`src/rtl/div8by4_seq.sv`:
```
// div8by4_seq: sequential restoring divider, STEP quotient bits per cycle,
// valid/ready operand port in, valid/ready result port out.
module div8by4_seq #(
  parameter int DW   = 8,
  parameter int VW   = 4,
  parameter int STEP = 2
) (
  input  logic          clk,
  input  logic          rst,
  input  logic          in_valid,
  output logic          in_ready,
  input  logic [DW-1:0] dividend,
  input  logic [VW-1:0] divisor,
  output logic          out_valid,
  input  logic          out_ready,
  output logic [DW-1:0] quotient,
  output logic [VW-1:0] remainder,
  output logic          div_by_zero
);

  localparam int NIT = DW / STEP;
  localparam int CW  = (NIT > 1) ? $clog2(NIT) : 1;
  localparam logic [CW-1:0] LAST = CW'(NIT - 1);

  typedef enum logic [1:0] {
    IDLE,
    BUSY,
    DONE
  } state_t;

  state_t        state_q, state_d;
  logic [VW-1:0] r_q, r_d;
  logic [DW-1:0] q_q, q_d;
  logic [VW-1:0] d_q, d_d;
  logic [CW-1:0] cnt_q, cnt_d;
  logic          zero_q, zero_d;
  logic          vld_q, vld_d;
  logic [DW-1:0] quo_q, quo_d;
  logic [VW-1:0] rem_q, rem_d;
  logic          dbz_q, dbz_d;

  logic [VW:0]   r_sh;
  logic [VW-1:0] r_nx;
  logic [DW-1:0] q_nx;
  logic          acc;

  assign in_ready    = (state_q == IDLE) && !rst;
  assign acc         = in_valid && in_ready;
  assign out_valid   = vld_q;
  assign quotient    = quo_q;
  assign remainder   = rem_q;
  assign div_by_zero = dbz_q;

  // Between steps R < D, so only the shifted R' needs the extra bit.
  always_comb begin
    r_nx = r_q;
    q_nx = q_q;
    r_sh = '0;
    for (int i = 0; i < STEP; i++) begin
      r_sh = {r_nx, q_nx[DW-1]};
      q_nx = {q_nx[DW-2:0], 1'b0};
      if (r_sh >= {1'b0, d_q}) begin
        r_sh    = r_sh - {1'b0, d_q};
        q_nx[0] = 1'b1;
      end
      r_nx = r_sh[VW-1:0];
    end
  end

  always_comb begin
    state_d = state_q;
    r_d     = r_q;
    q_d     = q_q;
    d_d     = d_q;
    cnt_d   = cnt_q;
    zero_d  = zero_q;
    vld_d   = vld_q;
    quo_d   = quo_q;
    rem_d   = rem_q;
    dbz_d   = dbz_q;
    unique case (state_q)
      IDLE: begin
        if (acc) begin
          r_d     = '0;
          q_d     = dividend;
          d_d     = divisor;
          cnt_d   = '0;
          zero_d  = (divisor == '0);
          state_d = BUSY;
        end
      end
      BUSY: begin
        if (zero_q) begin
          quo_d   = '1;
          rem_d   = '1;
          dbz_d   = 1'b1;
          vld_d   = 1'b1;
          state_d = DONE;
        end else begin
          r_d   = r_nx;
          q_d   = q_nx;
          cnt_d = cnt_q + CW'(1);
          if (cnt_q == LAST) begin
            quo_d   = q_nx;
            rem_d   = r_nx;
            dbz_d   = 1'b0;
            vld_d   = 1'b1;
            state_d = DONE;
          end
        end
      end
      DONE: begin
        if (out_ready) begin
          vld_d   = 1'b0;
          state_d = IDLE;
        end
      end
      default: state_d = IDLE;
    endcase
  end

  always_ff @(posedge clk) begin
    if (rst) begin
      state_q <= IDLE;
      r_q     <= '0;
      q_q     <= '0;
      d_q     <= '0;
      cnt_q   <= '0;
      zero_q  <= 1'b0;
      vld_q   <= 1'b0;
      quo_q   <= '0;
      rem_q   <= '0;
      dbz_q   <= 1'b0;
    end else begin
      state_q <= state_d;
      r_q     <= r_d;
      q_q     <= q_d;
      d_q     <= d_d;
      cnt_q   <= cnt_d;
      zero_q  <= zero_d;
      vld_q   <= vld_d;
      quo_q   <= quo_d;
      rem_q   <= rem_d;
      dbz_q   <= dbz_d;
    end
  end

endmodule

```
`config.mk`:
```
export PLATFORM = sky130hd
export DESIGN_NAME = div8by4_seq
export DESIGN_NICKNAME = d
export VERILOG_FILES = /design/src/rtl/div8by4_seq.sv
export SDC_FILE = /design/constraint.sdc
export NUM_CORES = 1
export LEC_CHECK = 0
export CORE_UTILIZATION = 52
export DETAILED_ROUTE_END_ITERATION = 6
export PLACE_DENSITY = 0.79
export SYNTH_ARGS = -nofsm -noshare
export SYNTH_HDL_FRONTEND = slang
export SYNTH_SLANG_ARGS = --single-unit
```
`constraint.sdc`:
```
create_clock -name clk -period 4.3 [get_ports clk]
set_input_delay 0.43 -clock clk [delete_from_list [all_inputs] [get_ports clk]]
set_output_delay 0.43 -clock clk [all_outputs]
set_load 0.02 [all_outputs]
```
==> run metrics, run 1 <==
number of sinks handled by clock tree synthesis 35; Fmax roughly 290 MHz; fraction of the yosys area taken by sequential cells approximately two fifths; Pwr per Cell Area ~500 mW/mm^2; row cnt 20; normalized max-slew margin between 30% and 40%; number of slew-limit violations in the final report 0; Max VDD drop 0.286 mV; number of hold violations in the final report 0; post-synthesis instance area approximately 0.0018 mm^2; pin count of the biggest net entering global routing 36; Area contributors post-synth dfxtp_1 (40%), nor2_1 (8.5%), ha_1 (6.4%); run status finished clean; number of buffers created by CTS 5; Initial Util 56.2%; number of storage elements in the synthesis netlist 35; routability cong. 0.838; fin crit period about 3.5 ns; family with the most delay on the worst path compound AO/OA/AOI/OAI gates; Post-Syn Nets between 200 and 250; maximum clock path buffer count 2; Worst setup EP type flop; Buffers on Ports 30; maximum net fanout on the critical path 5; CTS root buf clkbuf_4; post-synthesis async set-or-reset flop share 0%; type of the worst setup path flop to flop; number of distinct standard cells referenced by the synthesized netlist 40; number of buffers inserted for hold repair after clock tree synthesis 0; cell type with the highest aggregate area in the netlist dfxtp_1; leading cell types by count after synthesis nor2_1 (40), dfxtp_1 (35), nand2_1 (27); clock transition at the register clock pins on the worst setup and hold paths after CTS between 0.1 and 0.15 ns; Most used DFF post-synth dfxtp_1; CP Launch Type flop; leakage around 0.00084 uW; aggregate routed wire length ~4200 um; total of endpoints with negative setup slack in the final report 0; number of synthesis warnings 0; class of the tightest hold or removal check flop to flop; slew at the pin closest to its max-slew limit 0.968 ns; Sum Neg Setup Slack 0 ns; via/cell ratio around 5.6; die outline height 60.4 um; CTS tree done; global-route wire length before repair 6890 um; WP data required around 4.6 ns; Detailed Route Iter0 Violations 76; Post-synth EDFFs 0; Area growth, synth to finish 23.1%; worst path bufs/invs 2; cells resized by post-CTS repair 0; Clock Skew 0.00620 ns; first-pass iteration count of the detailed router 4; buffers inserted during post-CTS setup optimization 0; placeable core region between 0.003 and 0.004 mm^2; initial antenna violation count 0; global router's overall resource usage around a quarter; share of post-route cells with drive strength above 1 9.24%; Layout Nets roughly 260; Vias 1573; Die X 60.4 um; number of maximum-capacitance violations 0; critical path, cell by cell inv_1, ha_1, nand2b_1, a211oi_2, o21ai_1, mux2_4, inv_1, ha_1, nor2b_1, o21a_1, o21ai_0, nand3_4, mux2_4, a211oi_2; slowest stage cell on the critical path o21ai_1; Skew-Pair Late Insertion Delay 0.35 ns; IO Count 31; Residual DRC 0; syn avg cell area approximately 8.5 um^2; final worst-path cycle share 81.1%; depth of the CTS H-tree 2; post-synth top area share between 30% and 40%; Largest stage delay, worst path around 0.41 ns; worst hold slack across all endpoints between 0.4 and 0.5 ns; vias in the first global route approximately 1500; RSZ-0062 raised after global routing no; aggregate global routing overflow 0; cell with the most instances after synthesis nor2_1; Worst EP arrival ~3.8 ns; DRT antenna net count 0; antenna cell count 0; Layout fillers ~270; placed wire-length estimate after detailed placement 3060 um; number of instances in the synthesized netlist approximately 210; wire length per cell 14.9 um; die area about 0.0036 mm^2
## per-layer routing
metal / global-route usage [%] / vias up / part of all wire (%)
met5: 0 / - / 0
met3: 7.25 / 10 / 4.9
met4: 10.6 / 0 / 2.3
met1: 34.8 / 732 / 45
met2: 40.7 / 51 / 48
li1: - / 780 / -
## area by class of cell
cell class | instances | area, um^2 | share of cell area, %
timing repair buffer | 31 | 308 | 14.1
clock buffer | 5 | 37.5 | 1.72
inverter | 8 | 30.0 | 1.38
multi-input combinational | 156 | 1010 | 46.1
sequential | 35 | 701 | 32.1
tap | 44 | 55.1 | 2.52
clock inverter | 3 | 43.8 | 2.01
## flip-flops by register name (all words and copies together) (netlist names)
signal and count:
r_q 4, state_q 2, remainder 4, out_valid 1, quotient 8, d_q 4, div_by_zero 1, zero_q 1
cnt_q 2, q_q 8
## final timing paths
check | cells past startpoint | endpoint | slack, ns | from
hold reg to reg | 2 | cnt_q[1] | 0.49 | cnt_q[1]
hold / removal | 2 | cnt_q[1] | 0.49 | cnt_q[1]
setup / recovery | 14 | remainder[1] | 0.81 | q_q[7]
setup reg to reg | 14 | remainder[1] | 0.81 | q_q[7]
## where the power goes
group          internal (uW)  total [uW]  switching (uW)  leakage, uW
clock network            122         243             120    0.0000452
registers                353         376            23.8     0.000285
logic                    211         464             253     0.000509
total                    686        1080             398     0.000840
## kinds of logic (layout without fill, tap and decap cells)
group                      after synthesis  count (layout)  synth area share, %
adders and majority gates               11              11                 8.62
AOI/OAI and AO/OA                       39              39                 16.8
buffers and inverters                   17              47                 3.67
DFF                                     35              35                 39.5
muxes                                    7               7                 5.16
and+or+nand+nor                         97              97                 25.2
xor gates and xnor gates                 2               2                0.989
## layout by cell type, fill, tap and decap left out, types with 2 or more instances in the layout
cell type | Yosys | layout
clkbuf_4 | 0 | 5
ha_1 | 9 | 9
a211oi_2 | 4 | 4
inv_1 | 8 | 8
o21ai_1 | 7 | 7
nand2b_1 | 7 | 7
a311oi_1 | 7 | 7
fa_1 | 2 | 2
nand3b_1 | 2 | 2
o211ai_1 | 2 | 2
nand2_1 | 27 | 27
dfxtp_1 | 35 | 35
xor2_1 | 2 | 2
nor2_1 | 40 | 40
mux2_4 | 4 | 4
o31ai_1 | 3 | 3
mux2i_1 | 2 | 2
a211oi_1 | 2 | 2
a21oi_1 | 4 | 4
nor3_1 | 9 | 9
nor2b_1 | 2 | 2
or3_1 | 2 | 2
and2_1 | 2 | 2
o21ai_0 | 2 | 2
clkdlybuf4s50_1 | 0 | 30
## worst reg2reg max path, delay by kind of cell, from the launching register on
kind,cells,cell delay (ns)
flip-flops,1,0.35
AND/OR/NAND/NOR,3,0.45
adder cells (fa/ha/maj),2,0.53
multiplexers,2,0.74
AO/OA/AOI/OAI,5,1.21
buffers and inverters,2,0.13
## per-stage QoR
step                instances  cell area [um^2]  worst slack, ns  util, %  power [uW]
CTS                       282              2180            0.814     69.2        1080
floorplan                 208              1770             1.17        -         738
finish                    282              2180            0.812     69.2        1080
detailed placement        274              2100            0.863     66.6         837
global placement          274              2100             1.04     66.6         811
global route              282              2180            0.610     69.2        1150
No activity file was read; power rests on OpenSTA's default activity.
==> run 2: changes to the inputs <==
--- a/config.mk
+++ b/config.mk
@@ -5,9 +5,9 @@
 export SDC_FILE = /design/constraint.sdc
 export NUM_CORES = 1
 export LEC_CHECK = 0
-export CORE_UTILIZATION = 52
+export CORE_UTILIZATION = 47
 export DETAILED_ROUTE_END_ITERATION = 6
-export PLACE_DENSITY = 0.79
+export PLACE_DENSITY = 0.75
 export SYNTH_ARGS = -nofsm -noshare
 export SYNTH_HDL_FRONTEND = slang
 export SYNTH_SLANG_ARGS = --single-unit
==> constraint.sdc (replaced) <==
create_clock -name clk -period 3.2 [get_ports clk]
set_input_delay 0.32 -clock clk [delete_from_list [all_inputs] [get_ports clk]]
set_output_delay 0.32 -clock clk [all_outputs]
set_load 0.02 [all_outputs]
==> run 2 against run 1 <==
Register-to-register slack lost 0.69 ns. Design area rose by 4.5%. Global-route usage fell by 3.9 points. Critical path depth increased by 1. Core utilization fell by 3.5 points. Die area is 10% higher. Via count is 2.4% lower. Count of clock-buffer cells in the layout is 1 higher. Flip-flop and latch count unchanged. Sequential share of layout area fell by 1.4 points. Worst hold slack worse by 0.011 ns. Clock skew decreased by 0.00087 ns. Critical path type unchanged. Largest cell class unchanged.
==> run metrics, run 2 (same netlist as run 1, synthesis figures left out) <==
run status finished clean; final worst-path cycle share a little over nine tenths; number of buffers inserted for hold repair after clock tree synthesis 0; WL met2 1730 um; Clock Skew approximately 0.0053 ns; worst path bufs/invs 3; family with the most delay on the worst path compound AO/OA/AOI/OAI gates; type of the worst setup path flop to flop; Die X ~63 um; routability cong. 0.838; fin crit period 3.07 ns; CTS tree done; WP data required around 3.4 ns; reg-to-reg setup timing slack approximately 0.13 ns; Layout fillers slightly below 300; Detailed Route Iter0 Violations 76; Vias 1535; first-pass iteration count of the detailed router 4; leakage between 0.0008 and 0.0009 uW; top library cells by usage in the layout, fill and taps aside nor2_1 (40), dfxtp_1 (35), clkdlybuf4s50_1 (30); DRT antenna net count 0; total power 1510 uW; wire length per cell approximately 13 um; most common cell after layout, fill and taps aside nor2_1; placed wire-length estimate after detailed placement a little under 3000 um; slowest stage cell on the critical path mux2_4; maximum clock path buffer count 2; aggregate routed wire length roughly 3900 um; via/cell ratio 5.26; antenna cell count 0; IO Count 31; Worst EP arrival roughly 3.3 ns; class of the tightest hold or removal check flop to flop; die area between 0.004 and 0.005 mm^2; number of hold violations in the final report 0; Layout Nets between 200 and 300; post-route cell area between 0.002 and 0.0025 mm^2; global-route wire length before repair slightly below 7000 um; placeable core region roughly 0.0035 mm^2; Fmax 325 MHz; Largest stage delay, worst path around 0.34 ns; Buffers on Ports 30; critical path, cell by cell inv_1, ha_1, nand2b_4, a211oi_2, o21ai_2, mux2_4, inv_1, ha_1, nor2b_1, o21a_1, o21ai_1, buf_4, nand3_4, mux2_4, a211oi_2; initial antenna violation count 0; area of the multi-input gates 0.00104 mm^2; Initial Util approximately half; share of post-route cells with drive strength above 1 13.4%; number of slew-limit violations in the final report 0; Skew-Pair Late Insertion Delay a little under 0.3 ns; clock transition at the register clock pins on the worst setup and hold paths after CTS around 0.070 ns; Worst setup EP type flop; Residual DRC 0; CP Launch Type flop; Area growth, synth to finish 28.6%; Max VDD drop around 0.38 mV; aggregate global routing overflow 0; total cell area at the placement stage around 0.0022 mm^2; number of buffers created by CTS 5; die outline height between 60 and 70 um; CTS root buf clkbuf_8; uppermost layer routed met4; Pwr per Cell Area 663 mW/mm^2; depth of the CTS H-tree 2; slew at the pin closest to its max-slew limit around 0.73 ns; global router's overall resource usage 22.4%; Met3 Routed Length roughly 160 um; number of maximum-capacitance violations 0; number of sinks handled by clock tree synthesis 35; row cnt 21; vias in the first global route around 1500; maximum net fanout on the critical path 5; normalized max-slew margin between 50 and 60%; total of endpoints with negative setup slack in the final report 0; Reg area roughly 700 um^2; total routed wire length on the met1 layer approximately 2000 um; pin count of the biggest net entering global routing 35
==> run 2: routing by layer <==
layer  track usage, %  up-vias
met5                0        -
met4             8.52        0
met3             7.07        4
met2             32.7       29
met1             30.4      706
li1                 -      796
==> run 2: timing repair <==
action / CTS / global route
buffers inserted: 0 / 1
gates resized for setup: 0 / 6
endpoints found under the setup margin: 0 / 8
==> run 2: cell type report <==
type / count / share of cell area, %
Tap cell: 46 / 2.53
Inverter: 8 / 1.32
Clock buffer: 6 / 3.19
Clock inverter: 2 / 0.549
Multi-Input combinational cell: 156 / 45.5
Timing Repair Buffer: 39 / 16.1
Sequential cell: 35 / 30.8
==> run 2: report_power, final <==
| group | leakage (uW) | switching (uW) | internal (uW) | total, uW |
|---|---|---|---|---|
| sequential | 0.000285 | 29.7 | 474 | 504 |
| combinational | 0.000556 | 346 | 350 | 696 |
| clock | 0.0000412 | 160 | 152 | 312 |
==> run 2: path summary, 6_finish.rpt <==
check | start | end | cells past startpoint
max | q_q[7] | remainder[1] | 15
min | r_q[3] | r_q[3] | 2
max reg2reg | q_q[7] | remainder[1] | 15
min reg2reg | r_q[3] | r_q[3] | 2
==> run 2: stage by stage <==
step | util (%) | setup TNS (ns) | instances | hold WS (ns) | setup WS [ns]
finish | 65.7 | 0 | 292 | 0.477 | 0.126
global route | 65.7 | -0.00183 | 292 | 0.507 | -0.00183
CTS | 64.6 | 0 | 291 | 0.479 | 0.00941
detailed placement | 62.1 | 0 | 283 | 0.461 | 0.0228
global placement | 62.1 | 0 | 283 | 0.457 | 0.117
floorplan | - | 0 | 208 | 0.428 | 0.0667
==> run 2: worst min-delay path: cells and delay by family (launching register included) <==
family / cells / cell delay (ns)
flops: 1 / 0.33
simple gates: 1 / 0.05
compound gates: 1 / 0.05
==> run 3: changes to the inputs <==
--- a/config.mk
+++ b/config.mk
@@ -6,6 +6,7 @@
 export NUM_CORES = 1
 export LEC_CHECK = 0
 export CORE_UTILIZATION = 47
+export CTS_CLUSTER_SIZE = 28
 export DETAILED_ROUTE_END_ITERATION = 6
 export PLACE_DENSITY = 0.75
 export SYNTH_ARGS = -nofsm -noshare
==> results of run 3 <==
The final DEF is identical to that of run 2; final timing and power are the same.
